--- src/rtl/isa_pkg.sv ---
// ISA constants, decode-state enum, control/bundle structs and the
// combinational opcode decode table shared by the decode stage.
package isa_pkg;

   localparam int DATA_W = 16;
   localparam int NREGS  = 8;
   localparam int AW     = $clog2(NREGS);

   localparam logic [5:0] OP_ADD = 6'b000011;
   localparam logic [5:0] OP_NOT = 6'b000100;
   localparam logic [5:0] OP_NOP = 6'b000101;
   localparam logic [5:0] OP_LDM = 6'b010001;
   localparam logic [5:0] OP_STD = 6'b010010;
   localparam logic [5:0] OP_LDD = 6'b010011;

   typedef enum logic {
      S_OP  = 1'b0,
      S_IMM = 1'b1
   } state_t;

   typedef struct packed {
      logic reg_we;
      logic mem_rd;
      logic mem_wr;
      logic use_imm;
      logic illegal;
   } ctrl_t;

   typedef struct packed {
      logic [5:0]        opcode;
      logic [AW-1:0]     src;
      logic [AW-1:0]     dst;
      logic [3:0]        shamt;
      logic [DATA_W-1:0] rs_data;
      logic [DATA_W-1:0] rd_data;
      logic [DATA_W-1:0] imm;
      ctrl_t             ctrl;
   } id_ex_t;

   function automatic ctrl_t decode(input logic [5:0] op);
      ctrl_t c;
      c = '0;
      case (op)
         OP_ADD: c.reg_we = 1'b1;
         OP_NOT: c.reg_we = 1'b1;
         OP_NOP: c = '0;
         OP_LDM: begin
            c.reg_we  = 1'b1;
            c.use_imm = 1'b1;
         end
         OP_STD: c.mem_wr = 1'b1;
         OP_LDD: begin
            c.mem_rd = 1'b1;
            c.reg_we = 1'b1;
         end
         default: c.illegal = 1'b1;
      endcase
      return c;
   endfunction

endpackage

--- src/rtl/reg_file.sv ---
// 8x16 register file: two async read ports, one sync write port,
// synchronous active-low clear.
module reg_file
   import isa_pkg::*;
(
   input  logic              clk,
   input  logic              rst_n,
   input  logic              we,
   input  logic [AW-1:0]     waddr,
   input  logic [DATA_W-1:0] wdata,
   input  logic [AW-1:0]     raddr_a,
   input  logic [AW-1:0]     raddr_b,
   output logic [DATA_W-1:0] rdata_a,
   output logic [DATA_W-1:0] rdata_b
);

   logic [DATA_W-1:0] mem [NREGS];

   always_ff @(posedge clk) begin
      if (!rst_n) begin
         for (int i = 0; i < NREGS; i++) mem[i] <= '0;
      end else if (we) begin
         mem[waddr] <= wdata;
      end
   end

   assign rdata_a = mem[raddr_a];
   assign rdata_b = mem[raddr_b];

endmodule

--- src/rtl/decode_stage.sv ---
// Decode stage: LDM two-word assembly, regfile read, ID/EX bundle.
// Optional DECODE_WB_BYPASS_EN forwards same-cycle write-back into capture.
module decode_stage
   import isa_pkg::*;
(
   input  logic              clk,
   input  logic              rst_n,
   input  logic              if_valid,
   input  logic [5:0]        if_opcode,
   input  logic [AW-1:0]     if_src,
   input  logic [AW-1:0]     if_dst,
   input  logic [3:0]        if_shamt,
   input  logic [DATA_W-1:0] if_word,
   output logic              id_ready,
   input  logic              flush,
   input  logic              ex_ready,
   output logic              id_valid,
   output logic [5:0]        id_opcode,
   output logic [AW-1:0]     id_src,
   output logic [AW-1:0]     id_dst,
   output logic [3:0]        id_shamt,
   output logic [DATA_W-1:0] id_rs_data,
   output logic [DATA_W-1:0] id_rd_data,
   output logic [DATA_W-1:0] id_imm,
   output logic              id_reg_we,
   output logic              id_mem_rd,
   output logic              id_mem_wr,
   output logic              id_use_imm,
   output logic              id_illegal,
   input  logic              wb_we,
   input  logic [AW-1:0]     wb_addr,
   input  logic [DATA_W-1:0] wb_data
);

   state_t            state_q, state_d;
   id_ex_t            bund_q, bund_d, pend_q, cap;
   logic              valid_q, accept, load, hold_pend;
   logic [DATA_W-1:0] rf_a, rf_b, rs_cap, rd_cap;

   reg_file u_rf (
      .clk     (clk),
      .rst_n   (rst_n),
      .we      (wb_we),
      .waddr   (wb_addr),
      .wdata   (wb_data),
      .raddr_a (if_src),
      .raddr_b (if_dst),
      .rdata_a (rf_a),
      .rdata_b (rf_b)
   );

`ifdef DECODE_WB_BYPASS_EN
   assign rs_cap = (wb_we && wb_addr == if_src) ? wb_data : rf_a;
   assign rd_cap = (wb_we && wb_addr == if_dst) ? wb_data : rf_b;
`else
   assign rs_cap = rf_a;
   assign rd_cap = rf_b;
`endif

   assign id_ready = rst_n && (!valid_q || ex_ready);
   assign accept   = if_valid && id_ready;

   always_comb begin
      cap         = '0;
      cap.opcode  = if_opcode;
      cap.src     = if_src;
      cap.dst     = if_dst;
      cap.shamt   = if_shamt;
      cap.rs_data = rs_cap;
      cap.rd_data = rd_cap;
      cap.ctrl    = decode(if_opcode);
   end

   always_comb begin
      state_d   = state_q;
      bund_d    = cap;
      load      = 1'b0;
      hold_pend = 1'b0;
      if (flush) begin
         state_d = S_OP;
      end else if (accept) begin
         unique case (state_q)
            S_OP: begin
               if (if_opcode == OP_LDM) begin
                  state_d   = S_IMM;
                  hold_pend = 1'b1;
               end else begin
                  load = 1'b1;
               end
            end
            S_IMM: begin
               state_d    = S_OP;
               bund_d     = pend_q;
               bund_d.imm = if_word;
               load       = 1'b1;
            end
         endcase
      end
   end

   always_ff @(posedge clk) begin
      if (!rst_n) state_q <= S_OP;
      else        state_q <= state_d;
   end

   // flush beats retire/load because load is already gated by flush
   always_ff @(posedge clk) begin
      if (!rst_n) begin
         valid_q <= 1'b0;
         bund_q  <= '0;
         pend_q  <= '0;
      end else begin
         if (flush || (valid_q && ex_ready)) valid_q <= 1'b0;
         if (load) begin
            bund_q  <= bund_d;
            valid_q <= 1'b1;
         end
         if (hold_pend) pend_q <= cap;
      end
   end

   assign id_valid   = valid_q;
   assign id_opcode  = bund_q.opcode;
   assign id_src     = bund_q.src;
   assign id_dst     = bund_q.dst;
   assign id_shamt   = bund_q.shamt;
   assign id_rs_data = bund_q.rs_data;
   assign id_rd_data = bund_q.rd_data;
   assign id_imm     = bund_q.imm;
   assign id_reg_we  = bund_q.ctrl.reg_we;
   assign id_mem_rd  = bund_q.ctrl.mem_rd;
   assign id_mem_wr  = bund_q.ctrl.mem_wr;
   assign id_use_imm = bund_q.ctrl.use_imm;
   assign id_illegal = bund_q.ctrl.illegal;

endmodule

--- config.mk ---
export PLATFORM = sky130hd
export DESIGN_NAME = decode_stage
export DESIGN_NICKNAME = d
export VERILOG_FILES = /design/src/rtl/isa_pkg.sv /design/src/rtl/reg_file.sv /design/src/rtl/decode_stage.sv
export SDC_FILE = /design/constraint.sdc
export NUM_CORES = 1
export LEC_CHECK = 0
export ABC_CLOCK_PERIOD_IN_PS = 3000
export CELL_PAD_IN_SITES_DETAIL_PLACEMENT = 0
export CELL_PAD_IN_SITES_GLOBAL_PLACEMENT = 1
export CORE_UTILIZATION = 46
export CTS_CLUSTER_DIAMETER = 30
export DETAILED_ROUTE_END_ITERATION = 16
export HOLD_SLACK_MARGIN = 0.12
export PLACE_DENSITY = 0.83
export SYNTH_ARGS = -nofsm -noshare
export SYNTH_HDL_FRONTEND = slang
export SYNTH_SLANG_ARGS = --single-unit
export TNS_END_PERCENT = 1
--- constraint.sdc ---
create_clock -name clk -period 3 [get_ports clk]
set_clock_uncertainty 0.05 [all_clocks]
set_input_delay 0.45 -clock clk [delete_from_list [all_inputs] [get_ports clk]]
set_output_delay 0.45 -clock clk [all_outputs]
set_load 0.05 [all_outputs]
Word-level counts from Yosys, hierarchy flattened
Memory sizes are Yosys's and may differ from the RTL's.
Index checks and enable logic that the tools add are counted.
{"block": "word_totals", "inputBits": 57, "ramBits": 128, "wordCells": 70, "reg_bits": 124, "mem_count": 1}
{"block": "op_classes", "n_eq_ne": 6, "mux": 25, "n_reduce_logical": 11, "bitwise": 2}
{"memory": "u_rf.mem", "words": 8, "word_bits": 16, "read_ports": 2, "rd_clocked_by_memory_dff": 0, "write_ports": 8, "line": "reg_file.sv:17", "source": "logic [DATA_W-1:0] mem [NREGS];"}
{"op": "two-way mux 69 bit", "n": 3}
{"op": "== test 6 x 5 -> 1 bit (second input constant)", "n": 3}
{"op": "two-way mux 1 bit", "n": 18}
{"op": "two-way mux 16 bit", "n": 1}
{"op": "OR reduction 16 bit", "n": 1}
{"op": "== test 6 x 3 -> 1 bit (second input constant)", "n": 2}
{"op": "== test 6 x 2 -> 1 bit (second input constant)", "n": 1}
{"op": "OR reduction 6 bit", "n": 1}
{"op": "case mux 1 bit (2 select lines)", "n": 2}
{"op": "OR reduction 4 bit", "n": 1}
{"op": "logical AND 1 bit", "n": 3}
{"op": "two-way mux 3 bit", "n": 1}
{"op": "logical OR 1 bit", "n": 2}
{"op": "NOT 1 bit", "n": 2}
{"op": "nonzero test 2 bit", "n": 1}
{"op": "OR reduction 2 bit", "n": 1}
{"op": "logical NOT 1 bit", "n": 1}

Depth between registers and ports, before layout
Gate-level depths: netlist of the first run.
{"block": "logic_depth", "ltp_word": 7, "depth_mapped": 8}

Modules after synthesis
Synthesis of the first run repeated with hierarchy kept, for this count alone.
{"block": "unflattened", "cells_unflattened": 991, "hier_area_um2": 12209.2}
{"module": "reg_file", "cells_per_inst": 430, "n_inst": 1, "area_each_um2": 6876.6, "seq_area_each_um2": 3843.7}
{"module": "decode_stage", "cells_per_inst": 561, "n_inst": 1, "area_each_um2": 5332.6, "seq_area_each_um2": 2482.4}

Least setup slack after synthesis of the first run
No wires, ideal clock.
{"block": "synth_path", "kind": "input to register", "from": "in wb_addr[1]", "to": "mem u_rf.mem[0][0] (enable)", "setup_slack_ps": 399, "arrival_ps": 2139, "n_path_buf": 0, "stages": 2, "path_cell_list": "or3b_2 o21ai_0"}
{"item": "start, declared", "line": "decode_stage.sv:31", "source": "input logic [AW-1:0] wb_addr,"}
{"item": "end, declared", "line": "reg_file.sv:17"}

Final worst setup path of the first run
{"block": "layout_path", "from": "in ex_ready", "to": "out id_ready"}
{"block": "layout_via", "elab_chain_cells": 2}
{"item": "start, declared", "line": "decode_stage.sv:16", "source": "input logic ex_ready,"}
{"item": "logical OR 1 bit", "line": "decode_stage.sv:60", "source": "assign id_ready = rst_n && (!valid_q || ex_ready);"}
{"item": "logical AND 1 bit", "line": "decode_stage.sv:60"}
{"item": "end, declared", "line": "decode_stage.sv:14", "source": "output logic id_ready,"}
Every way passes these cells.

==> impl_metrics.env, run 1 <==
export IMPL_diodes=0
export IMPL_setup_violations=0
export IMPL_detailed_place_hpwl_um=19500
export IMPL_holdPathEnd="id_illegal$_SDFFE_PN0P_"
export IMPL_die_area_um2=26700
export IMPL_synth_area_um2=12000
export IMPL_worst_slack_ps=456
export IMPL_rrSetupSlack_ps=870
export IMPL_drive_above_1_share_pct=19.5
export IMPL_grt_setup_unrepaired="false"
export IMPL_nets=1207
export IMPL_synth_seq_area_share_pct=52.8
export IMPL_rows=58
export IMPL_clk_pin_slew_ps=50
export IMPL_grt_max_degree=70
export IMPL_hold_class="primary input to flop"
export IMPL_crit_type="primary input to output port"
export IMPL_slowest_delay_ps=720
export IMPL_synth_ff_type="edfxtp_1"
export IMPL_clock_latency_ps=550
export IMPL_wirelength_um=31800
export IMPL_cp_slowest_cell="clkdlybuf4s50_1"
export IMPL_place_inst=1429
export IMPL_slew_viol_final=0
export IMPL_synth_area_top_cells="edfxtp_1 32%, dfxtp_1 21%, mux4_2 12%"
export IMPL_synth_nets=1080
export IMPL_rr_worst_depth=6
export IMPL_peakVddDrop_mv=0.422
export IMPL_cp_data_required_time_ps=2500
export IMPL_leakage_nw=5.46
export IMPL_p_sw_mw=2.47
export IMPL_yosysMostFrequentCell="and2_1"
export IMPL_reg2reg_from="state_q$_SDFFE_PP0N_"
export IMPL_antenna_found_initial=0
export IMPL_drv_cap=0
export IMPL_timing_rr_end="id_rd_data[13]$_SDFFE_PN0P_"
export IMPL_grt_pass1_vias=8856
export IMPL_yosys_top_cells_count="129 x and2_1, 128 x edfxtp_1, 124 x dfxtp_1"
export IMPL_critPathArrivalTime_ps=2040
export IMPL_drt_initial_drc_count=939
export IMPL_whs_path_depth=2
export IMPL_clockPowerShare_pct=52.7
export IMPL_finalCriticalPeriod_ps=2540
export IMPL_hold_violations=0
export IMPL_grtUsageTotal_pct=24.1
export IMPL_status="finished clean"
export IMPL_power_frac_comb_pct=9.6
export IMPL_critPathMaxFanout=6
export IMPL_min_delay_start="rst_n"
export IMPL_synth_area_per_cell_um2=11.7
export IMPL_end_kind="output port"
export IMPL_overflow=0
export IMPL_yosysTopAreaCell="edfxtp_1"
export IMPL_final_util_pct=60.6
export IMPL_yosysUniqueCellTypes=35
export IMPL_yosys_warnings=0
export IMPL_seqPwrFrac_pct=37.7
export IMPL_cts_buffer_depth=3
export IMPL_stdcell_count=1520
export IMPL_p_per_area_nw_per_um2=669
export IMPL_maxSlewHeadroom_pct=46.1
export IMPL_cts_root_buffer="clkbuf_16"
export IMPL_yosysTopAreaCellShare_pct=32.1
export IMPL_synth_async_reset_ratio_pct=0
export IMPL_ant_nets=0
export IMPL_gp_congestion=0.768
export IMPL_crit_chain="clkdlybuf4s50_1 -> nor2b_1 -> nor2_1 -> clkdlybuf4s50_1"
export IMPL_vias_per_cell=5.78
export IMPL_chipWidth_um=163
export IMPL_ctsHoldBuffers=0
export IMPL_drc=0
export IMPL_first_pass_iters=5
export IMPL_period_share_pct=84.8
export IMPL_numPortBuffers=127
export IMPL_worstMarginPinSlew_ps=809
export IMPL_floorplan_initialDensity_pct=47.2
export IMPL_synthToLayoutAreaGrowth_pct=28.4
export IMPL_tritoncts="yes"
export IMPL_fp_dieH_um=163
export IMPL_ios=128
export IMPL_cts_htree_levels=2
export IMPL_ctsResizeCount=0
export IMPL_cts_sinks=252
export IMPL_post_cts_buffers=0
export IMPL_worstSetupStartpointType="primary input"
export IMPL_grt_first_pass_wirelength_um=49300
export IMPL_via_count=8789
export IMPL_finalSetupTns_ps=0
export IMPL_pre_cts_slack_ps=268
export IMPL_wl_per_cell_um=20.9
export IMPL_power_internal_mw=7.83
export IMPL_synthCells=1023
export IMPL_fmax_ghz=0.393
export IMPL_switching_share_pct=23.9
export IMPL_critPathMostFrequentCell="clkdlybuf4s50_1"
export IMPL_cts_made_buffers=49
export IMPL_ys_ff_latch=252
export IMPL_core_area_um2=25400
export IMPL_synth_enable_flop_cells=128
-- worst max-delay path: cells and delay by family --
kind | cells | cell delay [ps]
and+or+nand+nor | 2 | 420
buffers and inverters | 2 | 1170
-- worst max path at each step --
stage / from / cells after the start / slack, ps / to
floorplan: wb_addr[1] / 2 / 400 / u_rf.mem[0][0]$_SDFFCE_PN0P_
finish: ex_ready / 4 / 460 / id_ready
global route: id_valid$_SDFFE_PN0P_ / 3 / 350 / id_ready
detailed placement: if_opcode[2] / 6 / 270 / id_dst[1]$_SDFFE_PN0P_
global placement: if_opcode[2] / 6 / 310 / id_rs_data[5]$_SDFFE_PN0P_
CTS: id_valid$_SDFFE_PN0P_ / 3 / 450 / id_ready
-- registers in the layout (all words and copies together) (netlist names) --
name / cells
id_dst: 3
state_q: 1
id_rs_data: 16
id_imm: 16
id_opcode: 6
id_use_imm: 1
pend_q: 53
id_valid: 1
id_src: 3
id_shamt: 4
id_mem_rd: 1
id_mem_wr: 1
id_illegal: 1
id_rd_data: 16
u_rf.mem: 128
id_reg_we: 1
-- cell type report --
| cell class | count | area [um^2] |
|---|---|---|
| flip-flops and latches | 252 | 6330 |
| well taps | 330 | 413 |
| repair buffers | 172 | 1720 |
| inverters | 1 | 3.75 |
| clock buffers | 64 | 1320 |
| multi-input cells | 674 | 5260 |
| clock inverters | 27 | 347 |
| fillers | 2058 | 10000 |
-- per-layer routing --
layer	track usage, %	part of all wire, %	vias up
li1	-	-	4107
met1	31.2	42	4365
met2	40.8	50	268
met3	4.09	5.8	49
met4	8.16	2.2	0
met5	0	0	-
-- power by group through the flow --
stage	clock, mW	sequential, mW	combinational [mW]
finish	5.43	3.88	0.990
floorplan	0	4.06	0.456
CTS	5.49	3.88	0.994
global placement	0	3.93	0.983
global route	5.66	3.89	1.04
detailed placement	0	3.94	0.990
-- per-stage QoR --
stage,power (mW),area [um^2],hold WS [ps]
4_1_cts,10.4,15400,234
3_5_place_dp,4.93,13700,405
3_3_place_gp,4.91,13700,392
6_report,10.3,15400,244
2_1_floorplan,4.52,12000,382
5_1_grt,10.6,15400,241
-- cells by family (layout without fill, tap and decap cells) --
logic type / after synthesis / in the layout / share of synthesized area, %
compound gates: 207 / 207 / 12.4
buf+inv: 97 / 264 / 3.55
flops: 252 / 252 / 52.8
mux: 96 / 96 / 14.7
simple gates: 371 / 371 / 16.6
-- cells in the final DEF, fill, tap and decap left out, types with 10 or more instances in the layout --
| master | netlist | routed |
|---|---|---|
| a21oi_1 | 48 | 48 |
| clkbuf_1 | 72 | 11 |
| dfxtp_1 | 124 | 124 |
| edfxtp_1 | 128 | 128 |
| o21ai_0 | 28 | 22 |
| buf_12 | 0 | 10 |
| and2_1 | 129 | 129 |
| nor2_1 | 12 | 11 |
| o221ai_1 | 32 | 32 |
| buf_4 | 0 | 36 |
| clkdlybuf4s50_1 | 0 | 124 |
| nand3_1 | 78 | 78 |
| nand2b_1 | 40 | 40 |
| mux4_2 | 64 | 64 |
| mux2i_1 | 32 | 32 |
| clkbuf_16 | 0 | 49 |
| a311oi_1 | 17 | 17 |
| o211ai_2 | 32 | 32 |
| o21ai_1 | 42 | 48 |
| nand2_1 | 90 | 90 |
Note: power is estimated with default switching activity, not from simulation.
==> run 2, diff against run 1 <==
Settings changed: ABC_CLOCK_PERIOD_IN_PS 3000 to 2600.
Clock period 3 ns to 2.6 ns, I/O delays scaled along.
==> run 2 against run 1 <==
  * Highest routed layer unchanged
  * Register-to-register slack got worse by 610 ps
  * Sequential power increased by 15%
  * Global-route usage increased by 0.17 points
  * Total power increased by 19%
  * Critical path type is now flop to flop
  * Count of clock-buffer cells in the layout unchanged
  * Clock power increased by 21%
==> impl_metrics.env, run 2 (synthesis gave the netlist of run 1 again) <==
export IMPL_status="finished clean"
export IMPL_design_area_um2=15600
export IMPL_cp_slowest_cell="nor2_4"
export IMPL_cts_buffer_depth=3
export IMPL_ant_nets=0
export IMPL_setup_violations=0
export IMPL_clock_latency_ps=540
export IMPL_stdcell_count=1526
export IMPL_hold_violations=0
export IMPL_finalCriticalPeriod_ps=2340
export IMPL_ctsResizeCount=0
export IMPL_cts_htree_levels=2
export IMPL_worstSetupStartpointType="flop"
export IMPL_core_area_um2=25400
export IMPL_hold_class="primary input to flop"
export IMPL_ios=128
export IMPL_tritoncts="yes"
export IMPL_final_common_cell="and2_1"
export IMPL_final_util_pct=61.5
export IMPL_floorplan_initialDensity_pct=47.2
export IMPL_mostFrequentLayoutCells="129 x and2_1, 128 x edfxtp_1, 124 x dfxtp_1"
export IMPL_largest_reg_flops=128
export IMPL_critPathArrivalTime_ps=2680
export IMPL_nets=1214
export IMPL_drc=0
export IMPL_antenna_found_initial=0
export IMPL_grt_setup_unrepaired="false"
export IMPL_rows=58
export IMPL_drive_above_1_share_pct=20.9
export IMPL_numPortBuffers=127
export IMPL_top_register="u_rf.mem"
export IMPL_drv_cap=0
export IMPL_p_per_area_nw_per_um2=782
export IMPL_vias_per_cell=5.84
export IMPL_timing_hold_ws_ps=333
export IMPL_fp_dieH_um=163
export IMPL_cts_sinks=252
export IMPL_cts_root_buffer="clkbuf_16"
export IMPL_cts_made_buffers=49
export IMPL_maxSlewHeadroom_pct=31.9
export IMPL_largestRegisters="u_rf.mem x128, pend_q x53"
export IMPL_peakVddDrop_mv=0.453
export IMPL_grt_pass1_vias=8770
export IMPL_chipWidth_um=163
export IMPL_drt_initial_drc_count=986
export IMPL_detailed_place_hpwl_um=19400
export IMPL_gp_congestion=0.768
export IMPL_fill_cells=2011
export IMPL_first_pass_iters=5
export IMPL_diodes=0
export IMPL_fmax_ghz=0.428
export IMPL_die_area_um2=26700
export IMPL_crit_type="flop to flop"
export IMPL_cp_data_required_time_ps=2940
export IMPL_critPathMaxFanout=37
export IMPL_ctsHoldBuffers=0
export IMPL_grt_first_pass_wirelength_um=49100
export IMPL_crit_chain="nor2b_1 -> or3_2 -> nor2_4 -> buf_4 -> o221ai_1"
export IMPL_place_area_um2=13900
export IMPL_grt_max_degree=121
export IMPL_place_inst=1436
export IMPL_grtUsageTotal_pct=24.3
export IMPL_leakage_nw=5.59
export IMPL_slew_viol_final=0
export IMPL_slowest_delay_ps=800
export IMPL_synthToLayoutAreaGrowth_pct=30.3
export IMPL_total_power_mw=12.2
export IMPL_wl_per_cell_um=21.1
export IMPL_via_count=8909
export IMPL_wirelength_um=32200
export IMPL_overflow=0
export IMPL_period_share_pct=89.9
export IMPL_end_kind="flop"
export IMPL_post_cts_buffers=0
export IMPL_clk_pin_slew_ps=50
export IMPL_worstMarginPinSlew_ps=1020
[run 2: cell types whose count changed in the layout (fill, tap and decap cells not counted), moves of 2 or more]
cell / before / now
clkinv_2: 8 / 5
clkbuf_1: 11 / 3
clkinv_4: 2 / 5
buf_12: 10 / 17
clkbuf_8: 4 / 9
clkinv_1: 5 / 2
clkbuf_16: 49 / 52
inv_6: 1 / 4
inv_4: 0 / 2
[run 2: metal layers]
| layer | share of wire (%) | vias up | track usage [%] |
|---|---|---|---|
| li1 | - | 4117 | - |
| met1 | 42 | 4386 | 31.2 |
| met2 | 49 | 326 | 40.9 |
| met3 | 6.2 | 80 | 3.81 |
| met4 | 3.2 | 0 | 9.56 |
| met5 | 0 | - | 0 |
[run 2: worst paths after layout]
path	start	endpoint	slack, ps	cells past startpoint
max	id_valid$_SDFFE_PN0P_	id_rd_data[4]$_SDFFE_PN0P_	260	5
min	rst_n	state_q$_SDFFE_PP0N_	330	6
max reg2reg	id_valid$_SDFFE_PN0P_	id_rd_data[4]$_SDFFE_PN0P_	260	5
min reg2reg	pend_q[1]$_SDFFE_PN0P_	id_use_imm$_SDFFE_PN0P_	410	2
[run 2: final cells by class]
class | instances | area [um^2] | share of cell area [%]
timing repair buffer | 179 | 1860 | 11.9
multi-input combinational | 674 | 5260 | 33.7
sequential | 252 | 6330 | 40.5
inverter | 1 | 3.75 | 0.0240
tap | 330 | 413 | 2.64
clock buffer | 64 | 1440 | 9.20
clock inverter | 26 | 319 | 2.04
[run 2: stage by stage]
| step | setup TNS (ps) | worst slack, ps |
|---|---|---|
| after global placement | -4860 | -218 |
| after detailed placement | -3590 | -193 |
| final | 0 | 263 |
| after CTS | 0 | 271 |
| after floorplan | 0 | 59.5 |
| after global routing | 0 | 155 |
[run 2: power breakdown]
part	internal (mW)	total, mW	switching [mW]
Clock	4.48	6.58	2.10
Combinational	0.493	1.16	0.670
Sequential	4.37	4.47	0.0977
[run 2: critical path: cells and delay by family (launching register included)]
kind	cells	cell delay (ps)
AOI/OAI and AO/OA	1	110
buffers and inverters	1	280
DFF	1	310
and+or+nand+nor	3	1440
